**config.mk**
```make
export PLATFORM = sky130hd
export DESIGN_NAME = functional_unit_pipe
export DESIGN_NICKNAME = d
export VERILOG_FILES = /design/src/rtl/functional_unit_pipe.sv
export SDC_FILE = /design/constraint.sdc
export NUM_CORES = 1
export LEC_CHECK = 0
export BUFFER_PORTS_ARGS = -buffer_cell sky130_fd_sc_hd__buf_2
export CAP_MARGIN = 20
export CORE_MARGIN = 4
export CORE_UTILIZATION = 35
export DETAILED_ROUTE_END_ITERATION = 8
export HOLD_SLACK_MARGIN = 0.12
export PLACE_DENSITY = 0.64
export REMOVE_ABC_BUFFERS = 1
export SLEW_MARGIN = 20
export SYNTH_ARGS = -nofsm -noshare
export SYNTH_HDL_FRONTEND = slang
export SYNTH_SLANG_ARGS = --single-unit
```
**constraint.sdc**
```tcl
create_clock -name clk -period 3 [get_ports clk]
set_input_delay 0.3 -clock clk [delete_from_list [all_inputs] [get_ports clk]]
set_output_delay 0.3 -clock clk [all_outputs]
set_load 0.05 [all_outputs]
```
**src/rtl/functional_unit_pipe.sv**
```systemverilog
`default_nettype none
// +----------------------------------------------------------------------+
// | Module      : functional_unit_pipe                                   |
// | Description : Two-stage valid/ready ALU pipeline. The opcode is the  |
// |               index of the highest set instruction bit. The select   |
// |               field picks an operand pair, and eight ops are         |
// |               available. Optional macro FU_SATURATE_EN makes op 0    |
// |               saturate to all-ones on carry-out.                     |
// | Revision    : 1.0 - initial release                                  |
// +----------------------------------------------------------------------+
module functional_unit_pipe #(
  parameter int WIDTH = 8
) (
  input  logic             clk,
  input  logic             rst_n,
  input  logic             in_valid,
  output logic             in_ready,
  input  logic [7:0]       instruction,
  input  logic [2:0]       select,
  input  logic [WIDTH-1:0] a,
  input  logic [WIDTH-1:0] b,
  input  logic [WIDTH-1:0] c,
  output logic             out_valid,
  input  logic             out_ready,
  output logic [WIDTH-1:0] f,
  output logic             err
);

  // Stage 1 holding registers
  logic             r_s1_valid;
  logic [2:0]       r_s1_op;
  logic [WIDTH-1:0] r_s1_x;
  logic [WIDTH-1:0] r_s1_y;
  logic             r_s1_err;

  // Stage 2 (output) registers
  logic             r_out_valid;
  logic [WIDTH-1:0] r_f;
  logic             r_err;

  // Decode and execute wires
  logic [2:0]       w_opcode;
  logic             w_zero;
  logic [WIDTH-1:0] w_x;
  logic [WIDTH-1:0] w_y;
  logic [WIDTH-1:0] w_add;
  logic [WIDTH-1:0] w_rotr;
  logic [WIDTH-1:0] w_rotl;
  logic [WIDTH-1:0] w_result;
  logic             w_s1_load;
  logic             w_s2_load;
`ifdef FU_SATURATE_EN
  logic             w_carry;
`endif

  // Handshake: S2 takes a new value when empty or draining; S1 when empty or
  // emptying into S2. in_ready depends on out_ready only, never on in_valid.
  assign w_s2_load = !r_out_valid || out_ready;
  assign w_s1_load = !r_s1_valid || w_s2_load;
  assign in_ready  = w_s1_load;
  assign out_valid = r_out_valid;
  assign f         = r_f;
  assign err       = r_err;

  // Priority encode: the highest set instruction bit wins; all-zero flags err
  always_comb begin
    w_opcode = 3'd0;
    for (int i = 0; i < 8; i++) begin
      if (instruction[i]) w_opcode = 3'(i);
    end
    w_zero = (instruction == 8'h00);
  end

  // Operand pair selection
  always_comb begin
    case (select)
      3'b011:  begin w_x = b; w_y = c; end
      3'b101:  begin w_x = a; w_y = c; end
      3'b110:  begin w_x = a; w_y = b; end
      default: begin w_x = c; w_y = a; end
    endcase
  end

  // Stage 1: capture decoded opcode and operands on accept
  always_ff @(posedge clk or negedge rst_n) begin
    if (!rst_n) begin
      r_s1_valid <= 1'b0;
      r_s1_op    <= 3'd0;
      r_s1_x     <= '0;
      r_s1_y     <= '0;
      r_s1_err   <= 1'b0;
    end else begin
      if (w_s1_load) r_s1_valid <= in_valid;
      if (in_valid && w_s1_load) begin
        r_s1_op  <= w_opcode;
        r_s1_x   <= w_x;
        r_s1_y   <= w_y;
        r_s1_err <= w_zero;
      end
    end
  end

  // Shared adder for op 0 plus the single-bit rotates used by ops 6 and 7
`ifdef FU_SATURATE_EN
  assign {w_carry, w_add} = {1'b0, r_s1_x} + {1'b0, r_s1_y};
`else
  assign w_add = r_s1_x + r_s1_y;
`endif
  assign w_rotr = {r_s1_x[0], r_s1_x[WIDTH-1:1]};
  assign w_rotl = {r_s1_x[WIDTH-2:0], r_s1_x[WIDTH-1]};

  // Execute the stage-1 operation
  always_comb begin
    case (r_s1_op)
`ifdef FU_SATURATE_EN
      3'd0:    w_result = w_carry ? {WIDTH{1'b1}} : w_add;
`else
      3'd0:    w_result = w_add;
`endif
      3'd1:    w_result = r_s1_x + ~r_s1_y;
      3'd2:    w_result = r_s1_x & r_s1_y;
      3'd3:    w_result = r_s1_x | r_s1_y;
      3'd4:    w_result = (r_s1_x > r_s1_y) ? r_s1_x : r_s1_y;
      3'd5:    w_result = (r_s1_x < r_s1_y) ? r_s1_x : r_s1_y;
      3'd6:    w_result = w_rotr + r_s1_y;
      default: w_result = w_rotl + r_s1_y;
    endcase
  end

  // Stage 2: register the result; hold f/err steady while stalled
  always_ff @(posedge clk or negedge rst_n) begin
    if (!rst_n) begin
      r_out_valid <= 1'b0;
      r_f         <= '0;
      r_err       <= 1'b0;
    end else if (w_s2_load) begin
      r_out_valid <= r_s1_valid;
      if (r_s1_valid) begin
        r_f   <= w_result;
        r_err <= r_s1_err;
      end
    end
  end

endmodule
`default_nettype wire

```
==> results.md, run 1 <==
- Status: finished, final reports clean
- Synth area leaders: sky130_fd_sc_hd__dfrtp_1, sky130_fd_sc_hd__ha_1, sky130_fd_sc_hd__a22o_1
- Pin count of the biggest net entering global routing: 41
- Peak Freq: ~350 MHz
- Number of clock sinks seen by CTS: 31
- Largest family of logic cells by synthesized area: compound AO/OA/AOI/OAI gates
- Post-detailed-placement half-perimeter wirelength: roughly 7.3 mm
- Synth Instances: about 430
- Buffer levels on the longest clock path: 2
- Max Fanout on Critical Path: 7
- Kind of capture point of the worst setup path: flip-flop
- Sequential share of the synthesized area: 22.7%
- Worst Path Required: ~3.2 ns
- Die Area: 11,400 µm²
- Cell at the slowest stage of the critical path: sky130_fd_sc_hd__dfrtp_1
- Aggregate negative setup slack: 0 ns
- Synthesized-area fraction occupied by ao, oa, aoi and oai cells: 30.2%
- Kind of cell with the highest combined delay on the critical path: compound AO/OA/AOI/OAI gates
- Clock root cell: sky130_fd_sc_hd__clkbuf_8
- Mean instance size in the synthesized netlist: 7.94 µm²
- Most frequently used flop master after synthesis: sky130_fd_sc_hd__dfrtp_1
- Xor-xnor portion of the synthesized cell area: 2.82%
- Final global-route overflow total: 0
- Cell breakdown of the critical path: and2_0 > buf_4 > a22oi_1 > o21ai_0 > ha_1 > fa_2 > a211oi_1 > o21bai_1 > a21oi_2 > xor2_1 > nor2_1 > a21oi_1 > a21oi_1
- Async SR Flop Fraction: 100%
- Iter 0 DRT Violations: 170
- Commonest non-fill, non-tap cell in the layout: sky130_fd_sc_hd__buf_2
- Total length of routed wires: about 9.4 mm
- Antenna Nets Post-Route: 0
- Least setup slack across all paths after layout: between 0.15 and 0.2 ns
- Starting density of the core: 36.5%
- Delay of the slowest cell on the worst path: approximately 0.40 ns
- WL per Instance: 15.3 µm
- Area growth from synthesis to layout: 16.4%
- Footprint of the multi-input gates: approximately 2500 µm²
- Post-placement setup slack: around 0.12 ns
- Share of the clock period used by the worst path: between 90% and 100%
- Startpoint of the most critical register-to-register path: r_s1_op[2]
- Multiplexer share of the synthesized area: 9.95%
- Buffering stage count on the worst path with inverters included: 1
- Fraction of the mapped netlist area in adder cells: 12.9%
- Detailed Routing Iterations Pass 1: 4
- Std cell rows: 35
- Slew margin rel.: 53.4%
- CORE AREA: 9370 µm²
- Area share of the largest cell type after synthesis: 22.7%
- Nature of the critical path startpoint: flip-flop
- Setup-failing EPs final: 0
- Crit path top cell by count: sky130_fd_sc_hd__a21oi_1
- Post-synth EDFFs: 0
- Hold path startpoint: in_valid
- Filler cell count in the final layout: 977
- Max IR drop VDD: 0.176 mV
- Number of antenna violations at the first check in global routing: 0
- Leakage component of the power: approximately 1.9 nW
- Synthesized-area fraction occupied by and/or/nand/nor cells: 15.6%
- Final nets: roughly 560
- Share of layout cells above drive strength 1: 20.9%
- Reported max-cap violation count: 0
- Unique cell type count in the Yosys netlist: 48
- Number of pins with negative max-slew slack in the final report: 0
- Final min period: ~2.8 ns
- Most frequent cells in the layout: sky130_fd_sc_hd__buf_2, sky130_fd_sc_hd__nand2_1, sky130_fd_sc_hd__o21ai_0
- Clock latency on the worst-skew pair: ~0.28 ns
- Clock tree from TritonCTS: done
- Die X: 107 µm
- Skew final: 0.00385 ns
- Final Hold Fails: 0
- Clock input transition at the sequential cells of the worst setup and hold paths: 0.06 ns
- Count of port buffers added during placement: 49
- Worst hold slack: about 0.23 ns
- Worst hold path class: in2reg
- DRC Markers: 0
- Power per Cell Area: 595 nW/µm²
- # H-tree levels: 2
- Worst Path Class, Setup: reg2reg
- Worst-Margin Slew: 0.699 ns
- Global-route wire length before repair: 15.6 mm
- Arrival time reported for the critical path endpoint: 3.01 ns
- Total I/O pin count: 50
- Per-cell via count in the routed design: between 5 and 6
- Placer Congestion: about 0.87
- Via count of the first global-routing pass: 3,260
- Utilization after layout: 42.5%
- Register cell area after layout: 776 µm²
- Synthesized cell area: roughly 3400 µm²
- Global router's overall resource usage: 16.5%
- Total number of vias: 3,314
- Launch point of the worst path: r_s1_op[2]
- Die Y: 107 µm
- Flop and latch count out of synthesis: 31
- Number of diodes added for antenna fixing: 0
- Yosys top cell by area: sky130_fd_sc_hd__dfrtp_1
- Count of warnings emitted by yosys: 0
- Clock buffers created by TritonCTS: 5
## metrics by stage
stage          cell area (µm²)  total power, mW  std cells
6_report                  3980             2.37        612
5_1_grt                   3980             2.56        612
4_1_cts                   3970             2.36        612
3_5_place_dp              3860             1.99        603
3_3_place_gp              3860             1.97        603
2_1_floorplan             3330             1.59        408
## Yosys cell counts (2+ instances only)
cell	count
sky130_fd_sc_hd__a211oi_2	2
sky130_fd_sc_hd__o21bai_1	4
sky130_fd_sc_hd__mux2_2	16
sky130_fd_sc_hd__a31oi_1	2
sky130_fd_sc_hd__xnor2_1	8
sky130_fd_sc_hd__nor2_1	27
sky130_fd_sc_hd__nor2b_1	8
sky130_fd_sc_hd__ha_1	32
sky130_fd_sc_hd__o21ai_1	12
sky130_fd_sc_hd__a21o_1	2
sky130_fd_sc_hd__fa_1	2
sky130_fd_sc_hd__nor3_1	12
sky130_fd_sc_hd__mux2i_1	16
sky130_fd_sc_hd__a22o_1	32
sky130_fd_sc_hd__nand2b_1	6
sky130_fd_sc_hd__dfrtp_1	31
sky130_fd_sc_hd__clkbuf_1	19
sky130_fd_sc_hd__nand3_1	2
sky130_fd_sc_hd__inv_1	29
sky130_fd_sc_hd__a211oi_1	7
sky130_fd_sc_hd__a21oi_1	36
sky130_fd_sc_hd__buf_1	2
sky130_fd_sc_hd__a2bb2oi_1	3
sky130_fd_sc_hd__nor4_1	2
sky130_fd_sc_hd__xor2_1	3
sky130_fd_sc_hd__nand2_1	47
sky130_fd_sc_hd__and2_1	2
sky130_fd_sc_hd__a22oi_1	8
sky130_fd_sc_hd__o21ai_0	40
## state kept, by name (all words and copies together) (netlist names)
signal and count:
r_s1_y 8, out_valid 1, r_s1_op 3, f 8, err 1, r_s1_err 1, r_s1_x 8, r_s1_valid 1
## report_power, final
group	total, mW	leakage [nW]	switching [mW]	internal (mW)
Sequential	0.592	0.376	0.0838	0.508
Combinational	1.41	1.43	0.865	0.547
Clock	0.365	0.0515	0.156	0.209
## timing repair
action / 4_1_cts / 5_1_grt
endpoints found under the hold margin: 31 / 0
hold buffers: 1 / 0
setup buffers: 0 / 0
setup endpoints to repair: 0 / 1
resized for setup: 0 / 3
## kinds of logic (layout without fill, tap and decap cells)
logic type	count (synthesis)	in the layout
and+or+nand+nor	114	114
AOI/OAI and AO/OA	157	157
adders and majority gates	34	34
DFF	31	31
xor gates and xnor gates	11	11
buffers and inverters	52	104
muxes	32	32
## worst register-to-register path: stages (launching register included)
cell and delay (ns):
sky130_fd_sc_hd__dfrtp_1 0.40, sky130_fd_sc_hd__and2_0 0.24, sky130_fd_sc_hd__buf_4 0.19, sky130_fd_sc_hd__a22oi_1 0.17
sky130_fd_sc_hd__o21ai_0 0.10, sky130_fd_sc_hd__ha_1 0.23, sky130_fd_sc_hd__fa_2 0.38, sky130_fd_sc_hd__a211oi_1 0.25
sky130_fd_sc_hd__o21bai_1 0.14, sky130_fd_sc_hd__a21oi_2 0.17, sky130_fd_sc_hd__xor2_1 0.17, sky130_fd_sc_hd__nor2_1 0.06
sky130_fd_sc_hd__a21oi_1 0.15, sky130_fd_sc_hd__a21oi_1 0.08
## final timing paths
check	end	slack [ns]	cells past startpoint
max	f[6]	0.16	13
min	r_s1_valid	0.23	2
min reg2reg	err	0.47	2
max in group asynchronous	r_s1_op[2]	1.95	2
max reg2reg	f[6]	0.16	13
min in group asynchronous	f[6]	0.59	2
## cell type report
cell class                      count  share of cell area (%)
Multi-Input combinational cell    348                    61.6
Sequential cell                    31                    19.5
Timing Repair Buffer               67                    9.61
Tap cell                          129                    4.05
Inverter                           29                    2.73
Clock buffer                        8                    2.51
## layer usage
layer	up-vias	global-route usage, %	part of all wire [%]
met4	0	5.94	2.2
met5	-	0	0
met3	18	2.35	5.2
li1	1655	-	-
met2	96	26.9	47
met1	1545	22.3	45
Power figures use the tool's default switching activity.
==> run 2, diff against run 1 <==
RECOVER_POWER = 25   (was unset)
==> results.md, run 2 (synthesis gave the netlist of run 1 again) <==
- Status: finished, violations left
- Violations in the final reports: capacitance limit, slew limit
- Buffer levels on the longest clock path: 2
- Global router's overall resource usage: 16.5%
- DRC Markers: 0
- Overall Power: 2.37 mW
- Pin count of the biggest net entering global routing: 41
- Placer Congestion: a little under 0.9
- Power per Cell Area: 595 nW/µm²
- Detailed Routing Iterations Pass 1: 4
- Share of the clock period used by the worst path: a little over nine tenths
- Number of antenna violations at the first check in global routing: 0
- Cell at the slowest stage of the critical path: sky130_fd_sc_hd__dfrtp_1
- Clock root cell: sky130_fd_sc_hd__clkbuf_8
- Worst hold path class: in2reg
- Reg2Reg Depth: 13
- Post-detailed-placement half-perimeter wirelength: 7.28 mm
- CORE AREA: 9370 µm²
- Per-cell via count in the routed design: about 5.4
- Die X: 107 µm
- Iter 0 DRT Violations: 171
- Share of layout cells above drive strength 1: 20.5%
- Std cell rows: 35
- Reported max-cap violation count: 1
- WL per Instance: ~15 µm
- Starting density of the core: 36.5%
- Worst Path Class, Setup: reg2reg
- Slew margin rel.: -12.5%
- Clock input transition at the sequential cells of the worst setup and hold paths: 0.06 ns
- Delay of the slowest cell on the worst path: 0.40 ns
- Peak Freq: 352 MHz
- Kind of cell with the highest combined delay on the critical path: compound AO/OA/AOI/OAI gates
- Leakage component of the power: 1.85 nW
- Worst hold slack: 0.233 ns
- Number of diodes added for antenna fixing: 0
- Clock tree from TritonCTS: done
- Startpoint of the most critical register-to-register path: r_s1_op[2]
- Worst-Margin Slew: 1.69 ns
- Max Fanout on Critical Path: 7
- Setup-failing EPs final: 0
- Number of pins with negative max-slew slack in the final report: 32
- Final design instance area without fill: 3980 µm²
- Global-route wire length before repair: 15.6 mm
- Worst setup path endpoint: f[6]
- Die Y: 107 µm
- Count of port buffers added during placement: 49
- Worst Path Required: 3.17 ns
- Arrival time reported for the critical path endpoint: 3.01 ns
- Crit path top cell by count: sky130_fd_sc_hd__a21oi_1
- Logic depth of the worst path, buffers included: 13
- Area growth from synthesis to layout: 16.3%
- # H-tree levels: 2
- Post-placement cell area: 3860 µm²
- Die Area: 11,400 µm²
- Buffering stage count on the worst path with inverters included: 1
- Antenna Nets Post-Route: 0
- Setup slack, reg-to-reg: 0.16 ns
- Clock buffers created by TritonCTS: 5
- Total length of routed wires: 9.37 mm
- Commonest non-fill, non-tap cell in the layout: sky130_fd_sc_hd__buf_2
- Launch point of the worst path: r_s1_op[2]
- Most frequent cells in the layout: sky130_fd_sc_hd__buf_2, sky130_fd_sc_hd__nand2_1, sky130_fd_sc_hd__o21ai_0
- Cell breakdown of the critical path: and2_0 > buf_4 > a22oi_1 > o21ai_0 > ha_1 > fa_2 > a211oi_1 > o21bai_1 > a21oi_2 > xor2_1 > nor2_1 > a21oi_1 > a21oi_1
- Number of clock sinks seen by CTS: 31
- Total number of vias: 3,318
- Kind of capture point of the worst setup path: flip-flop
- Skew final: 0.00385 ns
- Final global-route overflow total: 0
- Final nets: 555
- Critical register-to-register path endpoint: f[6]
- Total I/O pin count: 50
- Nature of the critical path startpoint: flip-flop
- Via count of the first global-routing pass: 3,260
- Final min period: between 2 and 3 ns
- Final Hold Fails: 0
- Max IR drop VDD: 0.176 mV
- Clock latency on the worst-skew pair: 0.28 ns
[run 2: cell type report]
type / count / area, µm²
Fill cell: 979 / 5390
Multi-Input combinational cell: 348 / 2450
Sequential cell: 31 / 776
Timing Repair Buffer: 67 / 380
Tap cell: 129 / 161
Inverter: 29 / 109
Clock buffer: 8 / 100
[run 2: worst min path at each step]
stage	start	endpoint	cells after the start	slack, ns
4_1_cts	in_valid	r_s1_valid	2	0.22
5_1_grt	in_valid	r_s1_valid	2	0.25
3_3_place_gp	rst_n	f[4]	1	0.39
6_report	in_valid	r_s1_valid	2	0.23
3_5_place_dp	rst_n	f[4]	1	0.40
2_1_floorplan	rst_n	err	0	0.004
[run 2: worst register-to-register path: stages, from the launching register on]
cell	delay (ns)
sky130_fd_sc_hd__dfrtp_1	0.40
sky130_fd_sc_hd__and2_0	0.24
sky130_fd_sc_hd__buf_4	0.19
sky130_fd_sc_hd__a22oi_1	0.17
sky130_fd_sc_hd__o21ai_0	0.10
sky130_fd_sc_hd__ha_1	0.23
sky130_fd_sc_hd__fa_2	0.38
sky130_fd_sc_hd__a211oi_1	0.25
sky130_fd_sc_hd__o21bai_1	0.14
sky130_fd_sc_hd__a21oi_2	0.17
sky130_fd_sc_hd__xor2_1	0.17
sky130_fd_sc_hd__nor2_1	0.06
sky130_fd_sc_hd__a21oi_1	0.15
sky130_fd_sc_hd__a21oi_1	0.08
[run 2: repair_timing]
| action | CTS | global route |
|---|---|---|
| hold endpoints to repair | 31 | 0 |
| gates resized for setup | 0 | 3 |
| setup buffers | 0 | 0 |
| setup endpoints to repair | 0 | 1 |
| hold buffers | 1 | 0 |
[run 2: stage by stage]
step	instances	worst slack (ns)	setup TNS (ns)	util, %
detailed placement	603	0.120	0	41.2
global placement	603	0.213	0	41.2
global route	612	-0.0435	-0.0435	42.5
CTS	612	0.105	0	42.4
finish	612	0.163	0	42.5
floorplan	408	0.143	0	-
[run 2: metal layers]
| metal | GRT usage [%] | routed length (µm) |
|---|---|---|
| met1 | 22.3 | 4260 |
| met2 | 26.9 | 4420 |
| met3 | 2.35 | 494 |
| met4 | 5.94 | 207 |
| met5 | 0 | 0 |
[run 2: power breakdown]
part           internal [mW]  switching, mW  total [mW]
combinational          0.545          0.865        1.41
sequential             0.508         0.0840       0.592
clock                  0.209          0.156       0.365
total                   1.26           1.11        2.37
==> run 3, diff against run 2 <==
PLACE_DENSITY = 0.62   (was 0.64)
clock period = 3.4 ns   (was 3 ns; I/O delays follow)
==> results.md, run 3 (synthesis gave the netlist of run 1 again) <==
- Die X: 107 µm
- Pin count of the biggest net entering global routing: 41
- Number of diodes added for antenna fixing: 0
- Placer Congestion: 0.869
- Count of port buffers added during placement: ~50
- Peak Freq: 327 MHz
- Worst Path Required: 3.61 ns
- Worst Path Class, Setup: reg2reg
- Via count of the first global-routing pass: between 3k and 4k
- Comb power frac: 58.5%
- Final Hold Fails: 0
- Cell breakdown of the critical path: and2_1 > a22oi_1 > o21ai_0 > ha_1 > a21oi_1 > o21ai_1 > or4_1 > a31oi_1 > xnor2_1 > a211oi_2
- Power per Cell Area: 531 nW/µm²
- Clock latency on the worst-skew pair: roughly 0.29 ns
- # H-tree levels: 2
- Clock buffers created by TritonCTS: 5
- Total number of vias: 3,300
- Die Y: 107 µm
- Per-cell via count in the routed design: 5.48
- Launch point of the worst path: r_s1_op[1]
- Kind of capture point of the worst setup path: flip-flop
- Antenna Nets Post-Route: 0
- Setup slack, reg-to-reg: 0.34 ns
- Number of resized instances in the post-cts repair step: 0
- Worst hold path class: in2reg
- Number of antenna violations at the first check in global routing: 0
- Aggregate negative setup slack: 0 ns
- Most frequent cells in the layout: sky130_fd_sc_hd__buf_2, sky130_fd_sc_hd__nand2_1, sky130_fd_sc_hd__o21ai_0
- Number of pins with negative max-slew slack in the final report: 32
- Total length of routed wires: approximately 9.4 mm
- Delay of the slowest cell on the worst path: roughly 0.54 ns
- Reported max-cap violation count: 1
- Kind of cell with the highest combined delay on the critical path: compound AO/OA/AOI/OAI gates
- WL per Instance: 15.6 µm
- Cell at the slowest stage of the critical path: sky130_fd_sc_hd__dfrtp_1
- Setup-failing EPs final: 0
- DRC Markers: 0
- CTS Hold Bufs: 0
- Worst-Margin Slew: around 1.7 ns
- Clock tree from TritonCTS: done
- Violations in the final reports: capacitance limit, slew limit
- Iter 0 DRT Violations: approximately 190
- Clock root cell: sky130_fd_sc_hd__clkbuf_8
- Switching Power: 974 µW
- Buffer levels on the longest clock path: 2
- Status: finished, violations left
- Post-detailed-placement half-perimeter wirelength: between 7 and 8 mm
- Max IR drop VDD: between 0.1 and 0.15 mV
- Startpoint of the most critical register-to-register path: r_s1_op[1]
- Area growth from synthesis to layout: 13.9%
- Nature of the critical path startpoint: flip-flop
- Sw frac: between 40% and 50%
- Slew margin rel.: -16.4%
- Commonest non-fill, non-tap cell in the layout: sky130_fd_sc_hd__buf_2
- Share of layout cells above drive strength 1: 18.8%
- Destination of the worst hold path: r_s1_valid
- Hold path startpoint: in_valid
- Overall Power: 2.07 mW
- Arrival time reported for the critical path endpoint: 3.27 ns
- Clock input transition at the sequential cells of the worst setup and hold paths: 0.07 ns
- Buffering stage count on the worst path with inverters included: 0
- Detailed Routing Iterations Pass 1: 7
- Total I/O pin count: 50
- CORE AREA: 9370 µm²
- Number of clock sinks seen by CTS: 31
- Global router's overall resource usage: between 10% and 20%
- Max Fanout on Critical Path: 13
- RSZ-0062 raised after global routing: no
- Die Area: 11,400 µm²
- Filler cell count in the final layout: around 980
- Number of buffers inserted by post-CTS setup repair: 0
- Flop pwr share: between 20 and 30%
- Critical register-to-register path endpoint: f[7]
- Clock Power Share: 15.6%
- Final nets: 545
- Final min period: 3.06 ns
- Std cell rows: 35
- Power Internal: around 1.1 mW
- Skew final: slightly above 0.008 ns
- Share of the clock period used by the worst path: about 90%
- Global-route wire length before repair: 15.7 mm
- Reg2Reg Depth: 10
- Hold-critical path depth: 2
- Leakage component of the power: 1.80 nW
- Final global-route overflow total: 0
- Starting density of the core: 36.5%
[run 3: worst max-delay path by stage]
stage / to / slack, ns / depth (start not counted)
2_1_floorplan: f[7] / 0.54 / 11
3_3_place_gp: f[6] / 0.38 / 13
3_5_place_dp: f[7] / 0.23 / 10
4_1_cts: f[7] / 0.22 / 10
5_1_grt: f[7] / 0.11 / 10
6_report: f[7] / 0.34 / 10
[run 3: per-layer routing]
metal / routed length (µm) / track usage, % / vias up
li1: - / - / 1631
met1: 4300 / 22.4 / 1555
met2: 4510 / 28.4 / 102
met3: 452 / 1.57 / 12
met4: 138 / 4.75 / 0
met5: 0 / 0 / -
[run 3: layout make-up]
| type | count | area [µm²] | area share (%) |
|---|---|---|---|
| Clock buffer | 8 | 100 | 2.57 |
| Sequential cell | 31 | 776 | 19.9 |
| Multi-Input combinational cell | 348 | 2450 | 62.8 |
| Inverter | 29 | 109 | 2.79 |
| Tap cell | 129 | 161 | 4.14 |
| Timing Repair Buffer | 57 | 304 | 7.80 |
[run 3: stage by stage]
step                      instances  area (µm²)  worst slack, ns  hold slack (ns)  utilization (%)
after detailed placement        594        3790            0.225            0.442             40.5
after global routing            602        3900            0.109            0.270             41.6
after floorplan                 408        3330            0.543           0.0444                -
after global placement          594        3790            0.382            0.434             40.5
final                           602        3900            0.338            0.272             41.6
after CTS                       602        3890            0.218            0.131             41.5
[run 3: worst reg2reg max path, stage by stage, from the launching register on]
cell	delay (ns)
sky130_fd_sc_hd__dfrtp_1	0.54
sky130_fd_sc_hd__and2_1	0.40
sky130_fd_sc_hd__a22oi_1	0.14
sky130_fd_sc_hd__o21ai_0	0.33
sky130_fd_sc_hd__ha_1	0.30
sky130_fd_sc_hd__a21oi_1	0.21
sky130_fd_sc_hd__o21ai_1	0.14
sky130_fd_sc_hd__or4_1	0.41
sky130_fd_sc_hd__a31oi_1	0.21
sky130_fd_sc_hd__xnor2_1	0.10
sky130_fd_sc_hd__a211oi_2	0.21
[run 3: power by group through the flow]
stage / clock network, mW / registers (mW) / logic, mW
final: 0.324 / 0.536 / 1.21
after global placement: 0 / 0.541 / 1.19
after detailed placement: 0 / 0.543 / 1.21
after CTS: 0.334 / 0.536 / 1.21
after floorplan: 0 / 0.684 / 0.723
after global routing: 0.347 / 0.547 / 1.34
